## config.mk

```make
export PLATFORM = sky130hd
export DESIGN_NAME = led_share_arbiter
export DESIGN_NICKNAME = d
export VERILOG_FILES = /design/src/rtl/led_arb_pkg.sv /design/src/rtl/key_debounce.sv /design/src/rtl/led_share_arbiter.sv
export SDC_FILE = /design/constraint.sdc
export NUM_CORES = 1
export LEC_CHECK = 0
export BUFFER_PORTS_ARGS = -buffer_cell sky130_fd_sc_hd__clkbuf_2
export CORE_UTILIZATION = 40
export CTS_BUF_LIST = sky130_fd_sc_hd__clkbuf_2
export DETAILED_ROUTE_END_ITERATION = 10
export PLACE_DENSITY_LB_ADDON = 0.15
export SYNTH_ARGS = -nofsm -noshare
export SYNTH_HDL_FRONTEND = slang
export SYNTH_SLANG_ARGS = --single-unit
```

## constraint.sdc

```tcl
create_clock -name clk -period 1.55 [get_ports clk]
set_input_delay 0.155 -clock clk [delete_from_list [all_inputs] [get_ports clk]]
set_output_delay 0.155 -clock clk [all_outputs]
set_load 0.005 [all_outputs]
```

## src/rtl/led_arb_pkg.sv

```systemverilog
// Shared types and sizes for the LED-sharing arbiter and its key debouncers.
package led_arb_pkg;

    localparam int NUM_KEYS = 4;
    localparam int LED_W    = 8;
    localparam int OWNER_W  = 2;

    typedef enum logic [1:0] {
        ST_IDLE  = 2'd0,
        ST_GRANT = 2'd1,
        ST_GAP   = 2'd2
    } arb_state_e;

    // Round-robin pick: the first pending requester after 'last', wrapping around.
    // Scanning from the far end down lets the nearest hit overwrite the others.
    function automatic logic [OWNER_W-1:0] rr_pick(input logic [NUM_KEYS-1:0] pend,
                                                  input logic [OWNER_W-1:0]  last);
        logic [OWNER_W-1:0] idx;
        rr_pick = last;
        for (int k = NUM_KEYS; k >= 1; k--) begin
            idx = last + OWNER_W'(k);
            if (pend[idx]) rr_pick = idx;
        end
    endfunction

    function automatic logic [NUM_KEYS-1:0] owner_onehot(input logic [OWNER_W-1:0] idx);
        owner_onehot      = '0;
        owner_onehot[idx] = 1'b1;
    endfunction

endpackage

```

## src/rtl/key_debounce.sv

```systemverilog
// One push-button: 2-flop synchronizer, stability counter and a rise pulse
// that is high on the cycle the debounced level is about to go high.
module key_debounce #(
    parameter int DEB_CYCLES = 4
) (
    input  logic clk,
    input  logic rst,
    input  logic key_i,
    output logic rise_o
);

    localparam int CNT_W = $clog2(DEB_CYCLES + 1);

    logic             s1_q, s2_q;
    logic             level_q;
    logic [CNT_W-1:0] cnt_q;
    logic             differs;
    logic             expire;

    assign differs = (s2_q != level_q);
    assign expire  = differs && (cnt_q == CNT_W'(DEB_CYCLES - 1));
    // The pulse coincides with the edge that flips level_q, so a register fed
    // by it sets on the same edge the debounced level rises.
    assign rise_o  = expire & s2_q;

    // Bring the raw key into the clock domain.
    always_ff @(posedge clk) begin
        if (rst) begin
            s1_q <= 1'b0;
            s2_q <= 1'b0;
        end else begin
            s1_q <= key_i;
            s2_q <= s1_q;
        end
    end

    // Accept a new level only after DEB_CYCLES consecutive differing samples.
    always_ff @(posedge clk) begin
        if (rst) begin
            level_q <= 1'b0;
            cnt_q   <= '0;
        end else if (differs) begin
            if (expire) begin
                level_q <= s2_q;
                cnt_q   <= '0;
            end else begin
                cnt_q <= cnt_q + CNT_W'(1);
            end
        end else begin
            cnt_q <= '0;
        end
    end

endmodule

```

## src/rtl/led_share_arbiter.sv

```systemverilog
// Four debounced push-buttons share one LED bank. Each press queues a request;
// requests are served round-robin, each owner holding the bank for HOLD_CYCLES
// cycles followed by one blank gap cycle. All outputs are registered.
module led_share_arbiter
    import led_arb_pkg::*;
#(
    parameter int DEB_CYCLES  = 4,
    parameter int HOLD_CYCLES = 8
) (
    input  logic                clk,
    input  logic                rst,
    input  logic [NUM_KEYS-1:0] key,
    input  logic [3:0]          sw,
    output logic [LED_W-1:0]    led,
    output logic [NUM_KEYS-1:0] grant,
    output logic                busy
);

    localparam int HOLD_W = $clog2(HOLD_CYCLES + 1);

    logic [NUM_KEYS-1:0] rise;
    logic [NUM_KEYS-1:0] pending_q;
    logic [NUM_KEYS-1:0] clr;
    logic [OWNER_W-1:0]  pick;
    logic                start;

    arb_state_e          state_q;
    logic [HOLD_W-1:0]   hold_q;
    logic [OWNER_W-1:0]  last_owner_q;
    logic [LED_W-1:0]    led_q;
    logic [NUM_KEYS-1:0] grant_q;
    logic                busy_q;

    for (genvar g = 0; g < NUM_KEYS; g++) begin : g_deb
        key_debounce #(
            .DEB_CYCLES(DEB_CYCLES)
        ) u_deb (
            .clk   (clk),
            .rst   (rst),
            .key_i (key[g]),
            .rise_o(rise[g])
        );
    end

    // Owner selection and the pending bit it consumes on GRANT entry.
    always_comb begin
        pick  = rr_pick(pending_q, last_owner_q);
        start = (state_q == ST_IDLE) && (|pending_q);
        clr   = '0;
        if (start) clr = owner_onehot(pick);
    end

    // Pending requests: a fresh rise wins over a same-cycle clear.
    always_ff @(posedge clk) begin
        if (rst) pending_q <= '0;
        else     pending_q <= (pending_q & ~clr) | rise;
    end

    // IDLE -> GRANT (HOLD_CYCLES) -> GAP (1) -> IDLE, with registered outputs.
    always_ff @(posedge clk) begin
        if (rst) begin
            state_q      <= ST_IDLE;
            hold_q       <= '0;
            last_owner_q <= OWNER_W'(NUM_KEYS - 1);
            led_q        <= '0;
            grant_q      <= '0;
            busy_q       <= 1'b0;
        end else begin
            case (state_q)
                ST_IDLE: begin
                    if (start) begin
                        state_q      <= ST_GRANT;
                        hold_q       <= '0;
                        last_owner_q <= pick;
                        grant_q      <= owner_onehot(pick);
                        led_q        <= {owner_onehot(pick), sw};
                        busy_q       <= 1'b1;
                    end
                end
                ST_GRANT: begin
                    if (hold_q == HOLD_W'(HOLD_CYCLES - 1)) begin
                        state_q <= ST_GAP;
                        hold_q  <= '0;
                        led_q   <= '0;
                        grant_q <= '0;
                    end else begin
                        hold_q <= hold_q + HOLD_W'(1);
                    end
                end
                ST_GAP: begin
                    state_q <= ST_IDLE;
                    busy_q  <= 1'b0;
                end
                default: begin
                    state_q <= ST_IDLE;
                    led_q   <= '0;
                    grant_q <= '0;
                    busy_q  <= 1'b0;
                end
            endcase
        end
    end

    assign led   = led_q;
    assign grant = grant_q;
    assign busy  = busy_q;

endmodule

```

==> impl_metrics.csv <==
group,metric,value,unit
outcome,outcome,"completed",
setup_path,cp.depth,4,
synth,netlist.area_leader.share,50.53,%
routing,vias_per_cell,5.026,
timing,fin_skew,0.02034,ns
pwr,pwr-share-comb,3.8,%
setup_path,cp_num_buf_inv,0,
cells_and_area,drive_above_1_share,20.81,%
setup_path,critPathSlowestCell,"dfxtp_1",
pwr,p_sw_share,23.17,%
setup_path,crit_chain,"nor4_4 > o21bai_1 > a21oi_4 > a22o_1",
timing,max_freq,683.5,MHz
pwr,report.power.total,1.719,mW
cells_and_area,fin_cells,271,
cells_and_area,nets,239,
synth,ys_async_sr_fraction,0,%
grt,grt_max_degree,31,
synth,ys_seq_area_share,50.53,%
setup_path,required,1.91,ns
grt,grt_pass1_vias,1255,
placed_design,dp.cells,255,
setup_path,reg2regPathDepth,4,
pwr,power.density,818.5,nW/µm²
synth,yosysWarnings,0,
clock_network,clock_path_buffers,2,
timing,setup_violations,0,
die,die_w,68.77,µm
run,cap_violations,0,
grt,grt_pass1_wl,5485,µm
timing,drv_slew,0,
grt,track_usage,16.21,%
die,rows,23,
clock_network,cts_tree,"yes",
routing,vias,1362,
setup_path,crit_type,"flop to flop",
timing,whs,0.08072,ns
setup_path,crit_family,"compound AO/OA/AOI/OAI gates",
clock_network,cts_root_buffer,"clkbuf_2",
timing,hold_violations,0,
setup_path,critPathMaxStageDelay,0.39,ns
setup_path,cp_max_fo,8,
synth,synth_flop_cell,"dfxtp_1",
timing,period_needed,1.463,ns
setup_path,start_kind,"flop",
pwr,power.internal,1.321,mW
die,dieHeight,68.77,µm
synth,yosysUniqueCellTypes,35,
synth,synth_cells,186,
routing,wl_per_cell,12.27,µm
placed_design,dp_hpwl,2418,µm
routing,wl,3324,µm
synth,ys_top_cells_by_count,"dfxtp_1, nor2_1, a21oi_1, nor2b_1",
synth,synth_most_common_cell,"dfxtp_1",
clock_network,clk_latency,0.41,ns
pwr,pwr-share-clk,27.7,%
clock_network,path_clk_slew,0.23,ns
timing,worst_pin_slew,0.4931,ns
timing,max-slew-margin-rel,66.85,%
hold_path,hold_path_class,"input pin to flop",
grt,grt_remaining_overflow,0,
clock_network,post_cts_buffers,0,
timing,tns,0,ns
synth,syn_nets,205,
cells_and_area,syn_to_final_growth,17.82,%
die,initial_core_util,43.03,%
die,core_area,4144,µm²
pwr,seqPwrFrac,68.5,%
placed_design,numPortBuffers,22,
cells_and_area,diodes,0,
routing,drt_iter0_markers,58,
synth,synth_edf_count,0,
die,pin_count,23,
setup_path,endpoint_kind,"flop",
placed_design,place_congestion,0.8192,
synth,synth_area_leader_cell,"dfxtp_1",
die,dieArea,4729,µm²
synth,yosys_register_bits,45,
routing,drc,0,
routing,postRouteAntennaNets,0,
clock_network,cts_made_buffers,5,
synth,yosys-top-cells-area,"dfxtp_1, ha_1, nor2_1",
setup_path,worstPathArrival,1.82,ns
routing,firstDrtPassIters,4,
clock_network,clock-sinks,45,
clock_network,htree_levels,2,
synth,syn-cell-area,1783,µm²
synth,synth_area_per_cell,9.586,µm²
grt,antenna_found_initial,0,
timing,fin_crit_sh,94.38,%
pwr,p_leak,0.8569,nW
pwr,ir_drop,438.3,µV
pwr,switchingPower,398.4,µW
hold_path,whs_path_depth,4,
## path summary, 6_finish.rpt
kind / slack, ns / end / startpoint
min reg2reg: 0.44 / g_deb[3].u_deb.cnt_q[0] / g_deb[3].u_deb.cnt_q[0]
max: 0.09 / led[1] / pending_q[0]
min: 0.08 / led[4] / rst
max reg2reg: 0.09 / led[1] / pending_q[0]
## cell families (layout without fill, tap and decap cells)
family,Yosys count,count (layout),synth area share (%)
and+or+nand+nor,73,73,21.82
muxes,1,1,0.5614
xor gates and xnor gates,4,4,1.965
adders and majority gates,9,9,6.316
DFF,45,45,50.53
AOI/OAI and AO/OA,35,35,13.47
buffers and inverters,19,54,5.333
## layout by cell type (no fill, tap or decap), drive strengths merged, types with 3 or more instances in the layout
cell type	netlist	layout
dfxtp	45	45
clkbuf	4	28
nor2	24	24
a21oi	13	13
nor2b	11	11
inv	9	9
nand2	9	9
ha	9	9
dlygate4sd3	0	8
or3	8	8
nand2b	7	7
buf	6	7
nor3	6	6
a22o	6	6
xnor2	4	4
o21ai	4	4
nor4	3	3
## cell type report
cell class,instances,area (µm²)
Sequential cell,45,902.1
Clock inverter,2,10.01
Timing Repair Buffer,37,242.7
Multi-Input combinational cell,122,819.5
Tap cell,50,62.56
Inverter,9,33.78
Fill cell,382,2043
Clock buffer,6,30.03
## flip-flops by register name, indices dropped and copies added (netlist names), 2 cells and up
| signal | count |
|---|---|
| g_deb.u_deb.s2_q | 4 |
| state_q | 2 |
| pending_q | 4 |
| led | 8 |
| g_deb.u_deb.s1_q | 4 |
| g_deb.u_deb.level_q | 4 |
| g_deb.u_deb.cnt_q | 12 |
| hold_q | 4 |
| last_owner_q | 2 |
## tightest hold or removal path: stages
cell       delay, ns
clkbuf_2        0.11
nor4_2          0.08
nand2_1         0.09
o2bb2ai_1       0.06
## per-layer routing
metal  wire length, µm  GRT usage (%)  share of wire, %
met5                 0              0                 0
met4                64          7.398               1.9
met3               129          6.086               3.9
met2              1580          26.10                48
met1              1549          19.07                47
## through the flow
stage          instance area [µm²]  util (%)  worst slack (ns)
2_1_floorplan                 1783         -            0.1816
3_3_place_gp                  1947     46.98           0.08488
3_5_place_dp                  1947     46.98          0.004735
4_1_cts                       2079     50.18           0.01615
5_1_grt                       2101     50.69          -0.02712
6_report                      2101     50.69           0.08704
## timing repair
| action | CTS | global route |
|---|---|---|
| hold endpoints to repair | 8 | 0 |
| hold buffers | 8 | 0 |
| pin swaps | 0 | 3 |
| setup endpoints to repair | 3 | 11 |
| resized for setup | 3 | 3 |
## power groups by stage
stage	clock, mW	sequential (mW)	combinational, mW
floorplan	0	1.20	0.0284
global placement	0	1.20	0.0467
detailed placement	0	1.20	0.0487
CTS	0.502	1.18	0.0652
finish	0.477	1.18	0.0652
global route	0.557	1.18	0.0737
(Power assumes the default switching activity.)
